**config.mk**
```make
export PLATFORM = sky130hd
export DESIGN_NAME = otter_iobus_timer
export DESIGN_NICKNAME = d
export VERILOG_FILES = /design/src/rtl/otter_io_pkg.sv /design/src/rtl/otter_timer_prescaler.sv /design/src/rtl/otter_iobus_timer.sv
export SDC_FILE = /design/constraint.sdc
export NUM_CORES = 1
export LEC_CHECK = 0
export CORE_UTILIZATION = 30
export DETAILED_ROUTE_END_ITERATION = 16
export GPL_ROUTABILITY_DRIVEN = 0
export PLACE_DENSITY = 0.56
export SETUP_SLACK_MARGIN = 0.3
export SKIP_LAST_GASP = 1
export SLEW_MARGIN = 5
export SYNTH_ARGS = -nofsm -noshare
export SYNTH_HDL_FRONTEND = slang
export SYNTH_SLANG_ARGS = --single-unit
export TNS_END_PERCENT = 1
```
**constraint.sdc**
```tcl
create_clock -name CLK -period 3.4 [get_ports CLK]
set_input_delay 0.34 -clock CLK [delete_from_list [all_inputs] [get_ports CLK]]
set_output_delay 0.34 -clock CLK [all_outputs]
set_load 0.05 [all_outputs]
```
**src/rtl/otter_io_pkg.sv**
```systemverilog
// Shared definitions for OTTER IOBUS peripherals: timer register offsets and CTRL layout.
package otter_io_pkg;

  localparam logic [2:0] TMR_CTRL   = 3'd0;
  localparam logic [2:0] TMR_LOAD   = 3'd1;
  localparam logic [2:0] TMR_COUNT  = 3'd2;
  localparam logic [2:0] TMR_STATUS = 3'd3;
  localparam logic [2:0] TMR_PRESC  = 3'd4;

  localparam int unsigned CTRL_EN     = 0;
  localparam int unsigned CTRL_RELOAD = 1;
  localparam int unsigned CTRL_IRQ_EN = 2;

  // Member order matches the CTRL bit indices (first member is the MSB).
  typedef struct packed {
    logic irq_en;
    logic reload;
    logic en;
  } tmr_ctrl_t;

endpackage

```
**src/rtl/otter_timer_prescaler.sv**
```systemverilog
// Prescale counter for the IOBUS timer: emits one tick every (presc + 1) enabled cycles.
module otter_timer_prescaler #(
  parameter int unsigned PRESC_W = 16
) (
  input  logic               CLK,
  input  logic               RESET,
  input  logic               en,
  input  logic               clr,
  input  logic [PRESC_W-1:0] presc,
  output logic               tick
);

  logic [PRESC_W-1:0] pcnt_q, pcnt_d;
  logic               wrap;

  // >= rather than == so that shrinking presc mid-period ends the period at once.
  assign wrap = (pcnt_q >= presc);
  assign tick = en & wrap;

  always_comb begin
    pcnt_d = pcnt_q + PRESC_W'(1);
    if (!en || clr || wrap) begin
      pcnt_d = '0;
    end
  end

  always_ff @(posedge CLK) begin
    if (RESET) begin
      pcnt_q <= '0;
    end else begin
      pcnt_q <= pcnt_d;
    end
  end

endmodule

```
**src/rtl/otter_iobus_timer.sv**
```systemverilog
// Memory-mapped down-counter timer on the OTTER IOBUS with one-cycle read latency and a
// level interrupt on expiry.
module otter_iobus_timer
  import otter_io_pkg::*;
#(
  parameter logic [31:0] BASE_ADDR = 32'h1100_0100,
  parameter int unsigned PRESC_W   = 16
) (
  input  logic        CLK,
  input  logic        RESET,
  input  logic [31:0] IOBUS_ADDR,
  input  logic [31:0] IOBUS_OUT,
  input  logic        IOBUS_WR,
  output logic [31:0] IOBUS_IN,
  output logic        INTR,
  output logic        hit
);

  tmr_ctrl_t          ctrl_q, ctrl_d;
  logic [31:0]        load_q, load_d;
  logic [31:0]        count_q, count_d;
  logic               exp_q, exp_d;
  logic [PRESC_W-1:0] presc_q, presc_d;
  logic [31:0]        rdata_q, rdata;
  logic               hit_q;

  logic       sel;
  logic [2:0] offset;
  logic       wr_ctrl, wr_load, wr_status, wr_presc;
  logic       tick, tick_eff, expire, pcnt_clr;
  logic       unused_addr_lsb;

  assign sel             = (IOBUS_ADDR[31:5] == BASE_ADDR[31:5]);
  assign offset          = IOBUS_ADDR[4:2];
  assign unused_addr_lsb = ^IOBUS_ADDR[1:0];

  assign wr_ctrl   = IOBUS_WR & sel & (offset == TMR_CTRL);
  assign wr_load   = IOBUS_WR & sel & (offset == TMR_LOAD);
  assign wr_status = IOBUS_WR & sel & (offset == TMR_STATUS);
  assign wr_presc  = IOBUS_WR & sel & (offset == TMR_PRESC);

  // Restart the prescale period on a LOAD write or a fresh enable.
  assign pcnt_clr = wr_load | (wr_ctrl & IOBUS_OUT[CTRL_EN] & ~ctrl_q.en);

  otter_timer_prescaler #(
    .PRESC_W(PRESC_W)
  ) u_prescaler (
    .CLK  (CLK),
    .RESET(RESET),
    .en   (ctrl_q.en),
    .clr  (pcnt_clr),
    .presc(presc_q),
    .tick (tick)
  );

  // A LOAD write or a disabling CTRL write swallows the tick of the same cycle.
  assign tick_eff = tick & ~wr_load & ~(wr_ctrl & ~IOBUS_OUT[CTRL_EN]);
  assign expire   = tick_eff & (count_q == '0);

  always_comb begin
    ctrl_d  = ctrl_q;
    load_d  = load_q;
    count_d = count_q;
    exp_d   = exp_q;
    presc_d = presc_q;

    if (tick_eff) begin
      if (!expire) begin
        count_d = count_q - 32'd1;
      end else if (ctrl_q.reload) begin
        count_d = load_q;
      end else begin
        ctrl_d.en = 1'b0;
      end
    end

    if (wr_ctrl) begin
      ctrl_d = tmr_ctrl_t'(IOBUS_OUT[2:0]);
    end
    if (wr_load) begin
      load_d  = IOBUS_OUT;
      count_d = IOBUS_OUT;
    end
    if (wr_status && IOBUS_OUT[0]) begin
      exp_d = 1'b0;
    end
    if (expire) begin
      exp_d = 1'b1;
    end
    if (wr_presc) begin
      presc_d = IOBUS_OUT[PRESC_W-1:0];
    end
  end

  always_comb begin
    rdata = '0;
    case (offset)
      TMR_CTRL:   rdata = 32'(ctrl_q);
      TMR_LOAD:   rdata = load_q;
      TMR_COUNT:  rdata = count_q;
      TMR_STATUS: rdata = {31'd0, exp_q};
      TMR_PRESC:  rdata = 32'(presc_q);
      default:    rdata = '0;
    endcase
    if (!sel) begin
      rdata = '0;
    end
  end

  always_ff @(posedge CLK) begin
    if (RESET) begin
      ctrl_q  <= '0;
      load_q  <= '0;
      count_q <= '0;
      exp_q   <= 1'b0;
      presc_q <= '0;
      rdata_q <= '0;
      hit_q   <= 1'b0;
    end else begin
      ctrl_q  <= ctrl_d;
      load_q  <= load_d;
      count_q <= count_d;
      exp_q   <= exp_d;
      presc_q <= presc_d;
      rdata_q <= rdata;
      hit_q   <= sel;
    end
  end

  assign IOBUS_IN = rdata_q;
  assign hit      = hit_q;
  assign INTR     = exp_q & ctrl_q.irq_en;

endmodule

```
==> impl_metrics.tcl <==
set metrics [dict create \
    hold_path_depth 2 \
    finClkSkew_ns 0.0168 \
    synth_top_family_by_area "simple AND/OR/NAND/NOR gates" \
    cts_buffer_depth 2 \
    crit_family "simple AND/OR/NAND/NOR gates" \
    reg2reg_from "count_q[24]" \
    portBuffers 98 \
    synth_compound_gate_area_share_pct 22.9 \
    hold_violations 0 \
    wl_per_cell_um 16.8 \
    p_leak_nw 3.06 \
    p_sw_share_pct 22.2 \
    drv_slew 0 \
    crit_chain "or4_1, or4_1, or4b_4, a2111oi_4, buf_6, nor4b_1, a211o_1, a32o_1" \
    cp_slowest_stage_delay_ns 0.57 \
    yosysSeqAreaShare_pct 40.4 \
    min_to "load_q[6]" \
    hold_class "in -> reg" \
    layout_common_cells "dfxtp_1 (133), nand2_1 (128), clkdlybuf4s50_1 (97)" \
    grt_max_degree 35 \
    final-seq-area_um2 2660 \
    setup_tns_ns 0 \
    outcome "completed" \
    hp-start "RESET" \
    pwr-share-seq_pct 43.2 \
    synthCells 823 \
    synthXorXnorAreaFrac_pct 2.53 \
    synthFlopType "dfxtp_1" \
    netlist_area_um2 6590 \
    vias 6590 \
    h-tree-depth 4 \
    synthMuxAreaShare_pct 1.56 \
    synthSimpleGateAreaFrac_pct 24.6 \
    layout_commonest_cell "dfxtp_1" \
    clock_latency_ns 0.43 \
    place_hpwl_um 15100 \
    power_mw 3.61 \
    finalCritPeriodShare_pct 92.6 \
    die_width_um 150 \
    route.detailed.drc 0 \
    ys_types 67 \
    cp_max_fo 14 \
    path_depth 8 \
    grt_pass1_wl_um 33100 \
    fillers 2177 \
    endpoint_kind "register" \
    ys_top_cells_by_area "dfxtp_1 (40%), nand2_1 (7.3%), a21oi_1 (6.5%)" \
    areaGrowthSynthToFinish_pct 34.2 \
    p_sw_mw 0.800 \
    p_per_area_nw_per_um2 408 \
    drt-initial-drc-count 428 \
    slew_headroom_pct 56.4 \
    async_reset_ff_share_pct 0 \
    crit_slowest_cell "or4b_4" \
    yosys.area.top_type_share_pct 40.4 \
    grt_remaining_overflow 0 \
    worstRegToRegCells 8 \
    crit_top_cell "or4_1" \
    drt_first_pass_iters 6 \
    path_class "reg -> reg" \
    ys_seq_elements 133 \
    synth_nets 908 \
    antenna_found_initial 0 \
    power.internal_mw 2.81 \
    avgSynthCellArea_um2 8.00 \
    final_nets 1036 \
    clkPwrFrac_pct 52.6 \
    multiInputGateArea_um2 3680 \
    synth-adder-area-share_pct 3.42 \
    numClockSinks 133 \
    core-area_um2 21300 \
    arrival_ns 3.45 \
    grt_pass1_vias 6067 \
    timing.reg2reg.setup_slack_ns 0.25 \
    worstMarginPinSlew_ns 0.649 \
    path_buf_inv 1 \
    cp.required_ns 3.71 \
    drive_above_1_share_pct 12.4 \
    tritoncts "done" \
    synth_edf_count 0 \
    worst_r2r_endpoint "count_q[20]" \
    min_period_ns 3.15 \
    final_antenna_net_count 0 \
    die_h_um 150 \
    num_rows 53 \
    fmax_ghz 0.318 \
    num_io_pins 101 \
    ctsHoldBuffers 0 \
    via_per_inst 5.32 \
    track_usage_pct 18.9 \
    combPwrFrac_pct 4.2 \
    yosys.area.top_type "dfxtp_1" \
    start_kind "register" \
    start_util_pct 30.9 \
    wirelength_um 20800 \
    cts-root-buf "clkbuf_16" \
    path_clk_slew_ns 0.06 \
    finalSetupViolCount 0 \
    cts_buffers 17 \
    antenna-diode-count 0 \
    die_area_um2 22600 \
    yosys_warnings 0 \
    rsz0062_at_grt "true" \
    vdd_ir_drop_max_mv 0.319 \
    maxCapViolCount 0 \
]
## state kept, by name, summed over array words and instances, names as in the netlist
| signal | cells |
|---|---|
| presc_q | 16 |
| count_q | 32 |
| ctrl_q | 3 |
| load_q | 32 |
| exp_q | 1 |
| u_prescaler.pcnt_q | 16 |
| IOBUS_IN | 32 |
| hit | 1 |
## cell type report
class | instances | area share [%]
Clock buffer | 19 | 5.01
Clock inverter | 13 | 1.77
Inverter | 25 | 1.06
Multi-Input combinational cell | 614 | 41.6
Sequential cell | 133 | 30.1
Tap cell | 275 | 3.89
Timing Repair Buffer | 160 | 16.5
## synthesized netlist by cell type, types with 6 or more instances
cell type / count
or3_1: 8
nand2b_1: 7
dfxtp_1: 133
o31ai_1: 7
nor3_1: 19
a21o_1: 6
a31oi_1: 6
a21oi_1: 85
a22oi_1: 35
ha_1: 18
clkbuf_1: 43
or4_1: 11
o21ai_0: 23
nor2_1: 94
nand2_1: 128
mux2i_1: 8
xor2_1: 11
o211ai_1: 7
nand3_1: 13
xnor2_1: 8
inv_1: 25
nor4_1: 22
## layer usage
metal  wire [µm]  GRT usage (%)  vias up  share of wire (%)
met2        9440           29.6      194                 45
li1            -              -     3240                  -
met4         247           5.00        0                1.2
met5           0              0        -                  0
met1        9890           25.9     3140                 48
met3        1190           4.15       16                5.7
## kinds of logic after synthesis
kind of cell | count (synthesis)
simple gates | 344
compound gates | 223
flops | 133
buf+inv | 76
xor+xnor | 19
fa+ha+maj | 18
mux | 10
## timing repair
item / 4_1_cts / 5_1_grt
resized for setup: 4 / 3
endpoints found under the setup margin: 21 / 31
buffers inserted: 0 / 1
pin swaps: 1 / 1
## worst reg2reg max path, delay by kind of cell (launching register included)
| family | cells | cell delay (ns) |
|---|---|---|
| flops | 1 | 0.35 |
| simple gates | 4 | 1.68 |
| buf+inv | 1 | 0.23 |
| compound gates | 3 | 0.77 |
## stage by stage
step           setup WS [ns]  instances  util, %  cell area [µm²]  hold WS (ns)
2_1_floorplan          0.175        823        -             6590         0.433
3_3_place_gp           0.172       1206     38.5             8190         0.447
3_5_place_dp           0.154       1206     38.5             8190         0.461
4_1_cts                0.265       1238     41.4             8810         0.390
5_1_grt                0.164       1239     41.5             8840         0.398
6_report               0.252       1239     41.5             8840         0.395
## power by group through the flow
| stage | sequential (mW) | combinational (mW) | clock (mW) |
|---|---|---|---|
| final | 1.56 | 0.153 | 1.90 |
| after global routing | 1.56 | 0.163 | 1.99 |
| after CTS | 1.56 | 0.154 | 1.92 |
| after detailed placement | 1.59 | 0.153 | 0 |
| after global placement | 1.59 | 0.155 | 0 |
| after floorplan | 1.59 | 0.0395 | 0 |
## how the worst max path moves through the flow
stage               slack, ns           to         from
floorplan                0.17  count_q[10]  count_q[23]
global placement         0.17  count_q[31]   count_q[0]
detailed placement       0.15  count_q[29]   count_q[1]
CTS                      0.26  count_q[31]  count_q[24]
global route             0.16  count_q[13]  count_q[14]
finish                   0.25  count_q[20]  count_q[24]
No activity file was read; power rests on OpenSTA's default activity.
